File: config.mk
export PLATFORM = sky130hd
export DESIGN_NAME = pc_fetch_unit_flat
export DESIGN_NICKNAME = d
export VERILOG_FILES = /design/src/rtl/pc_fetch_unit_if.sv /design/src/rtl/pc_fetch_unit.sv /design/src/flat_wrapper.sv
export SDC_FILE = /design/constraint.sdc
export NUM_CORES = 1
export LEC_CHECK = 0
export ABC_AREA = 1
export CAP_MARGIN = 20
export CORE_ASPECT_RATIO = 0.6
export CORE_UTILIZATION = 42
export DETAILED_ROUTE_END_ITERATION = 8
export HOLD_SLACK_MARGIN = 0.1
export PLACE_DENSITY = 0.92
export RECOVER_POWER = 50
export SKIP_LAST_GASP = 1
export SLEW_MARGIN = 20
export SYNTH_ARGS = -nofsm -noshare
export SYNTH_HDL_FRONTEND = slang
export SYNTH_SLANG_ARGS = --single-unit
File: constraint.sdc
create_clock -name Clk_Core -period 5 [get_ports Clk_Core]
set_clock_uncertainty 0.1 [all_clocks]
set_input_delay 1.25 -clock Clk_Core [delete_from_list [all_inputs] [get_ports Clk_Core]]
set_output_delay 1.25 -clock Clk_Core [all_outputs]
set_load 0.1 [all_outputs]
File: src/rtl/pc_fetch_unit_if.sv
// Fetch-side bus between the redirect producers / decode stage and pc_fetch_unit.
// master = surrounding pipeline, slave = pc_fetch_unit.
interface pc_fetch_unit_if;
  logic        Stall;
  logic        Branch_Taken;
  logic [31:0] Branch_Target;
  logic        Jump;
  logic [31:0] Jump_Target;
  logic [31:0] Program_Count;
  logic [31:0] Pc_Plus_4;
  logic        Fetch_Valid;
  logic        Pc_Out_Of_Range;
  logic        Misalign_Trap;
  logic [31:0] Trap_Pc;

  modport master (
    output Stall, Branch_Taken, Branch_Target, Jump, Jump_Target,
    input  Program_Count, Pc_Plus_4, Fetch_Valid, Pc_Out_Of_Range,
           Misalign_Trap, Trap_Pc
  );

  modport slave (
    input  Stall, Branch_Taken, Branch_Target, Jump, Jump_Target,
    output Program_Count, Pc_Plus_4, Fetch_Valid, Pc_Out_Of_Range,
           Misalign_Trap, Trap_Pc
  );
endinterface

File: src/rtl/pc_fetch_unit.sv
// Program counter / next-PC generator feeding instruction_mem (BOOT/RUN/STALL/TRAP FSM).
// Define PC_MISALIGN_TRAP_EN to trap on misaligned redirects; otherwise targets are word-aligned.
module pc_fetch_unit #(
  parameter logic [31:0] RESET_PC    = 32'h0000_0000,
  parameter logic [31:0] TRAP_VECTOR = 32'h0000_0100,
  parameter int unsigned MEM_SIZE    = 1024
) (
  input  logic             Clk_Core,
  input  logic             Rst_Core,
  pc_fetch_unit_if.slave   bus
);

  typedef enum logic [1:0] {BOOT, RUN, STALL, TRAP} state_e;

  localparam logic [32:0] PC_LIMIT = 33'(MEM_SIZE) << 2;

  state_e      state_q;
  logic [31:0] pc_q;
  logic        fetch_valid_q;
  logic [31:0] pc_plus_4;
  logic [31:0] target_raw;
  logic [31:0] target;
  logic        redirect;
  logic [31:0] pc_d;

  always_comb begin
    pc_plus_4  = pc_q + 32'd4;
    redirect   = bus.Jump | bus.Branch_Taken;
    // Jump outranks a simultaneously resolved branch.
    target_raw = bus.Jump ? bus.Jump_Target : bus.Branch_Target;
`ifdef PC_MISALIGN_TRAP_EN
    target     = target_raw;
`else
    target     = target_raw & ~32'h3;
`endif
    pc_d       = redirect ? target : pc_plus_4;
  end

`ifdef PC_MISALIGN_TRAP_EN
  logic        trap_q;
  logic [31:0] trap_pc_q;
  logic        misaligned;

  assign misaligned = redirect && (target[1:0] != 2'b00);
`endif

  always_ff @(posedge Clk_Core) begin
    if (Rst_Core) begin
      state_q       <= BOOT;
      pc_q          <= RESET_PC;
      fetch_valid_q <= 1'b0;
`ifdef PC_MISALIGN_TRAP_EN
      trap_q        <= 1'b0;
      trap_pc_q     <= 32'h0;
`endif
    end else begin
`ifdef PC_MISALIGN_TRAP_EN
      trap_q <= 1'b0;
`endif
      case (state_q)
        // Bubble states ignore Stall and redirects and resume sequentially.
        BOOT, TRAP: begin
          state_q       <= RUN;
          pc_q          <= pc_plus_4;
          fetch_valid_q <= 1'b1;
        end
        default: begin
          if (bus.Stall) begin
            state_q       <= STALL;
            fetch_valid_q <= 1'b1;
          end
`ifdef PC_MISALIGN_TRAP_EN
          else if (misaligned) begin
            state_q       <= TRAP;
            pc_q          <= TRAP_VECTOR;
            fetch_valid_q <= 1'b0;
            trap_q        <= 1'b1;
            trap_pc_q     <= target;
          end
`endif
          else begin
            state_q       <= RUN;
            pc_q          <= pc_d;
            fetch_valid_q <= 1'b1;
          end
        end
      endcase
    end
  end

  assign bus.Program_Count   = pc_q;
  assign bus.Pc_Plus_4       = pc_plus_4;
  assign bus.Fetch_Valid     = fetch_valid_q;
  assign bus.Pc_Out_Of_Range = ({1'b0, pc_q} >= PC_LIMIT);
`ifdef PC_MISALIGN_TRAP_EN
  assign bus.Misalign_Trap   = trap_q;
  assign bus.Trap_Pc         = trap_pc_q;
`else
  assign bus.Misalign_Trap   = 1'b0;
  assign bus.Trap_Pc         = 32'h0;
`endif

endmodule

File: src/flat_wrapper.sv
// flat-port wrapper written by rule: the top's interface ports become plain ports
module pc_fetch_unit_flat 
#(
  parameter logic [31:0] RESET_PC    = 32'h0000_0000,
  parameter logic [31:0] TRAP_VECTOR = 32'h0000_0100,
  parameter int unsigned MEM_SIZE    = 1024
)
  (Clk_Core, Rst_Core, bus_Stall, bus_Branch_Taken, bus_Branch_Target, bus_Jump, bus_Jump_Target, bus_Program_Count, bus_Pc_Plus_4, bus_Fetch_Valid, bus_Pc_Out_Of_Range, bus_Misalign_Trap, bus_Trap_Pc);
  pc_fetch_unit_if bus_i ();
  input  logic Clk_Core;
  input  logic Rst_Core;
  input wire logic [$bits(bus_i.Stall)-1:0] bus_Stall;
  input wire logic [$bits(bus_i.Branch_Taken)-1:0] bus_Branch_Taken;
  input wire logic [$bits(bus_i.Branch_Target)-1:0] bus_Branch_Target;
  input wire logic [$bits(bus_i.Jump)-1:0] bus_Jump;
  input wire logic [$bits(bus_i.Jump_Target)-1:0] bus_Jump_Target;
  output wire logic [$bits(bus_i.Program_Count)-1:0] bus_Program_Count;
  output wire logic [$bits(bus_i.Pc_Plus_4)-1:0] bus_Pc_Plus_4;
  output wire logic [$bits(bus_i.Fetch_Valid)-1:0] bus_Fetch_Valid;
  output wire logic [$bits(bus_i.Pc_Out_Of_Range)-1:0] bus_Pc_Out_Of_Range;
  output wire logic [$bits(bus_i.Misalign_Trap)-1:0] bus_Misalign_Trap;
  output wire logic [$bits(bus_i.Trap_Pc)-1:0] bus_Trap_Pc;
  assign bus_i.Stall = bus_Stall;
  assign bus_i.Branch_Taken = bus_Branch_Taken;
  assign bus_i.Branch_Target = bus_Branch_Target;
  assign bus_i.Jump = bus_Jump;
  assign bus_i.Jump_Target = bus_Jump_Target;
  assign bus_Program_Count = bus_i.Program_Count;
  assign bus_Pc_Plus_4 = bus_i.Pc_Plus_4;
  assign bus_Fetch_Valid = bus_i.Fetch_Valid;
  assign bus_Pc_Out_Of_Range = bus_i.Pc_Out_Of_Range;
  assign bus_Misalign_Trap = bus_i.Misalign_Trap;
  assign bus_Trap_Pc = bus_i.Trap_Pc;
  pc_fetch_unit #(.RESET_PC(RESET_PC), .TRAP_VECTOR(TRAP_VECTOR), .MEM_SIZE(MEM_SIZE)) u_core (.Clk_Core(Clk_Core), .Rst_Core(Rst_Core), .bus(bus_i));
endmodule
==> summary.md <==
| Metric | Value |
|---|---|
| Post-synth EDFFs | `0` |
| Commonest non-fill, non-tap cell in the layout | `nand2_1` |
| Family with the most delay on the worst path | `buffers and inverters` |
| Clock Root Buffer | `clkbuf_16` |
| First-pass GRT wire length | `15.1 mm` |
| Num CTS Buffers | `5` |
| Post-cts hold buffer count | `0` |
| Req. time, crit path | `3650 ps` |
| Overall die width | `110 microns` |
| CTS resizes | `0` |
| Tightest Pin Transition | `1010 ps` |
| Post-DP HPWL | `7.62 mm` |
| Finished Core Util | `63.1%` |
| Crit path buffers/inverters | `1` |
| Worst Setup End Kind | `output port` |
| Finish-stage setup viols | `0` |
| Post-synthesis sequential area ratio | `22.6%` |
| Most frequent cells in the layout | `nand2_1, clkdlybuf4s50_1, a21oi_1` |
| Max Fanout on Critical Path | `6` |
| Die footprint | `0.00731 sq mm` |
| Min Tclk post-route | `4080 ps` |
| Nets | `675` |
| Initial antenna violation count | `0` |
| FF+latch count, synth | `33` |
| Critical Path Slowest Stage Cell | `clkdlybuf4s50_1` |
| Setup Crit Path Kind | `reg -> out` |
| Fin cells | `689` |
| Post-Synthesis Cells | `485` |
| Mapped Area | `0.00293 sq mm` |
| Crit-path most repeated cell | `nand2_1` |
| Clk Latency, worst-skew pair | `270 ps` |
| Slew headroom | `32.6%` |
| Max Slew Vio Count | `0` |
| Pwr per Cell Area | `376 mW/mm^2` |
| GRT Total Usage | `27.3%` |
| Top cells by area in the synthesized netlist | `dfxtp_1, nand2_1, buf_4` |
| CP Launch Type | `flip-flop` |
| Initial Util | `43.6%` |
| Chip Height | `66.6 microns` |
| DR pass1 iterations | `5` |
| Part of the cycle the worst path needs | `81.5%` |
| Clk sinks | `33` |
| Antenna Cells | `0` |
| Io pins | `168` |
| Initial drt markers | `209` |
| Ys Warns | `0` |
| Residual DRC count | `0` |
| RSZ-0062 raised after global routing | `no` |
| Core ar. | `0.00671 sq mm` |
| Fmax achieved | `245 MHz` |
| Area growth, synth to finish | `44.5%` |
| Share of the synthesized area in the top cell type | `22.6%` |
| Share of cells above drive strength 1 | `8.31%` |
| CTS tree | `done` |
| Filler Cell Count | `627` |
| RR Startpoint | `u_core.state_q[0]` |
| Final Hold Fails | `0` |
| Ys flop type | `dfxtp_1` |
| IO buf count | `126` |
| Slowest stage delay, CP | `1150 ps` |
| Vias/cell | `5.00` |
| GRT Residual Overflow | `0` |
| WP data arrival | `2730 ps` |
| Largest net degree at the start of global routing | `39` |
| Final wirelength | `9.94 mm` |
| Post-synth ARST share | `0%` |
| Max clock buf depth | `2` |
| Placed Instances | `682` |
| Vias | `3447` |
| Cell Chain, Critical Path | `nand2_1, nor2_1, nand2_1, nor2_4, xor2_2, clkdlybuf4s50_1` |
| Hold path start | `u_core.bus.Program_Count[31]` |
| RePlAce Congestion | `0.902` |
| Post-synth cell types | `27` |
| Syn_area_per_cell | `6.03 sq um` |
| Per-cell routed wire length | `14.4 microns` |
| Htree depth | `2` |
| Hold slack final | `416 ps` |
| Vias in the first global route | `3134` |
| TNS Setup | `0 ps` |
| Leakage power | `1.85 nW` |
| Rows | `23` |
| Worst hold path type | `reg -> reg` |
| Top cell type by total area after synthesis | `dfxtp_1` |
| Outcome | `finished, final reports clean` |
| Post-CTS Setup Bufs | `0` |
| Max-Cap Viols | `0` |
| Critical Path Start | `u_core.bus.Program_Count[16]` |
| Reg-to-reg slack, setup | `1810 ps` |
| Clock transition at path regs | `50 ps` |
| DRT antenna net count | `0` |
| Peak supply drop | `0.214 mV` |
## per-stage QoR
stage	setup slack [ps]	area, sq um	total power, mW
after floorplan	170	3080	1.10
after global placement	1260	4090	1.29
after detailed placement	1230	4090	1.30
after CTS	913	4240	1.60
after global routing	788	4230	1.65
final	924	4230	1.59
## synth_stat cells (6+ instances only)
cell	n
o21ai_0	32
nand3b_1	6
dfxtp_1	33
inv_1	26
a31oi_1	6
a21oi_1	44
nor2_1	39
nand3_1	19
clkbuf_1	16
buf_4	37
nor2_4	9
nand2_1	174
## worst paths after layout
kind / cells after the start / end
worst min-delay path: 2 / u_core.bus.Program_Count[31]
worst max register to register: 9 / u_core.bus.Program_Count[5]
worst min register to register: 2 / u_core.bus.Program_Count[31]
worst max-delay path: 6 / bus_Pc_Plus_4[17]
## kinds of logic after synthesis
group	count (synthesis)	synth area share [%]
and+or+nand+nor	265	39.5
AOI/OAI and AO/OA	84	14.8
buffers and inverters	83	15.5
DFF	33	22.6
xor gates and xnor gates	15	5.77
adders and majority gates	4	1.71
other	1	0.128
## final cells by class
class	count	area [sq um]	area share (%)
Multi-Input combinational cell	405	1970	46.6
Timing Repair Buffer	130	1240	29.4
Sequential cell	33	661	15.6
Clock buffer	7	143	3.37
Tap cell	87	109	2.57
Inverter	27	101	2.40
## layer usage
layer  track usage (%)  part of all wire, %  up-vias
met3              5.97                   10        6
met1              37.0                   46     1569
met5                 0                    0        -
li1                  -                    -     1706
met2              45.0                   43      166
met4              4.00                 0.44        0
## registers in the layout, summed over array words and instances (netlist names)
register and count:
u_core.bus.Program_Count 30, u_core.state_q 2, u_core.bus.Fetch_Valid 1
## report_power, final
part	switching, mW	internal (mW)	leakage [nW]
logic	0.742	0.194	1.50
registers	0.0528	0.296	0.273
clock network	0.111	0.196	0.0700
total	0.906	0.685	1.85
## worst min-delay path, cell delays in order, from the launching register on
cell and delay (ps):
dfxtp_1 340, nand2_1 70, nand2_1 50
(Power assumes the default switching activity.)
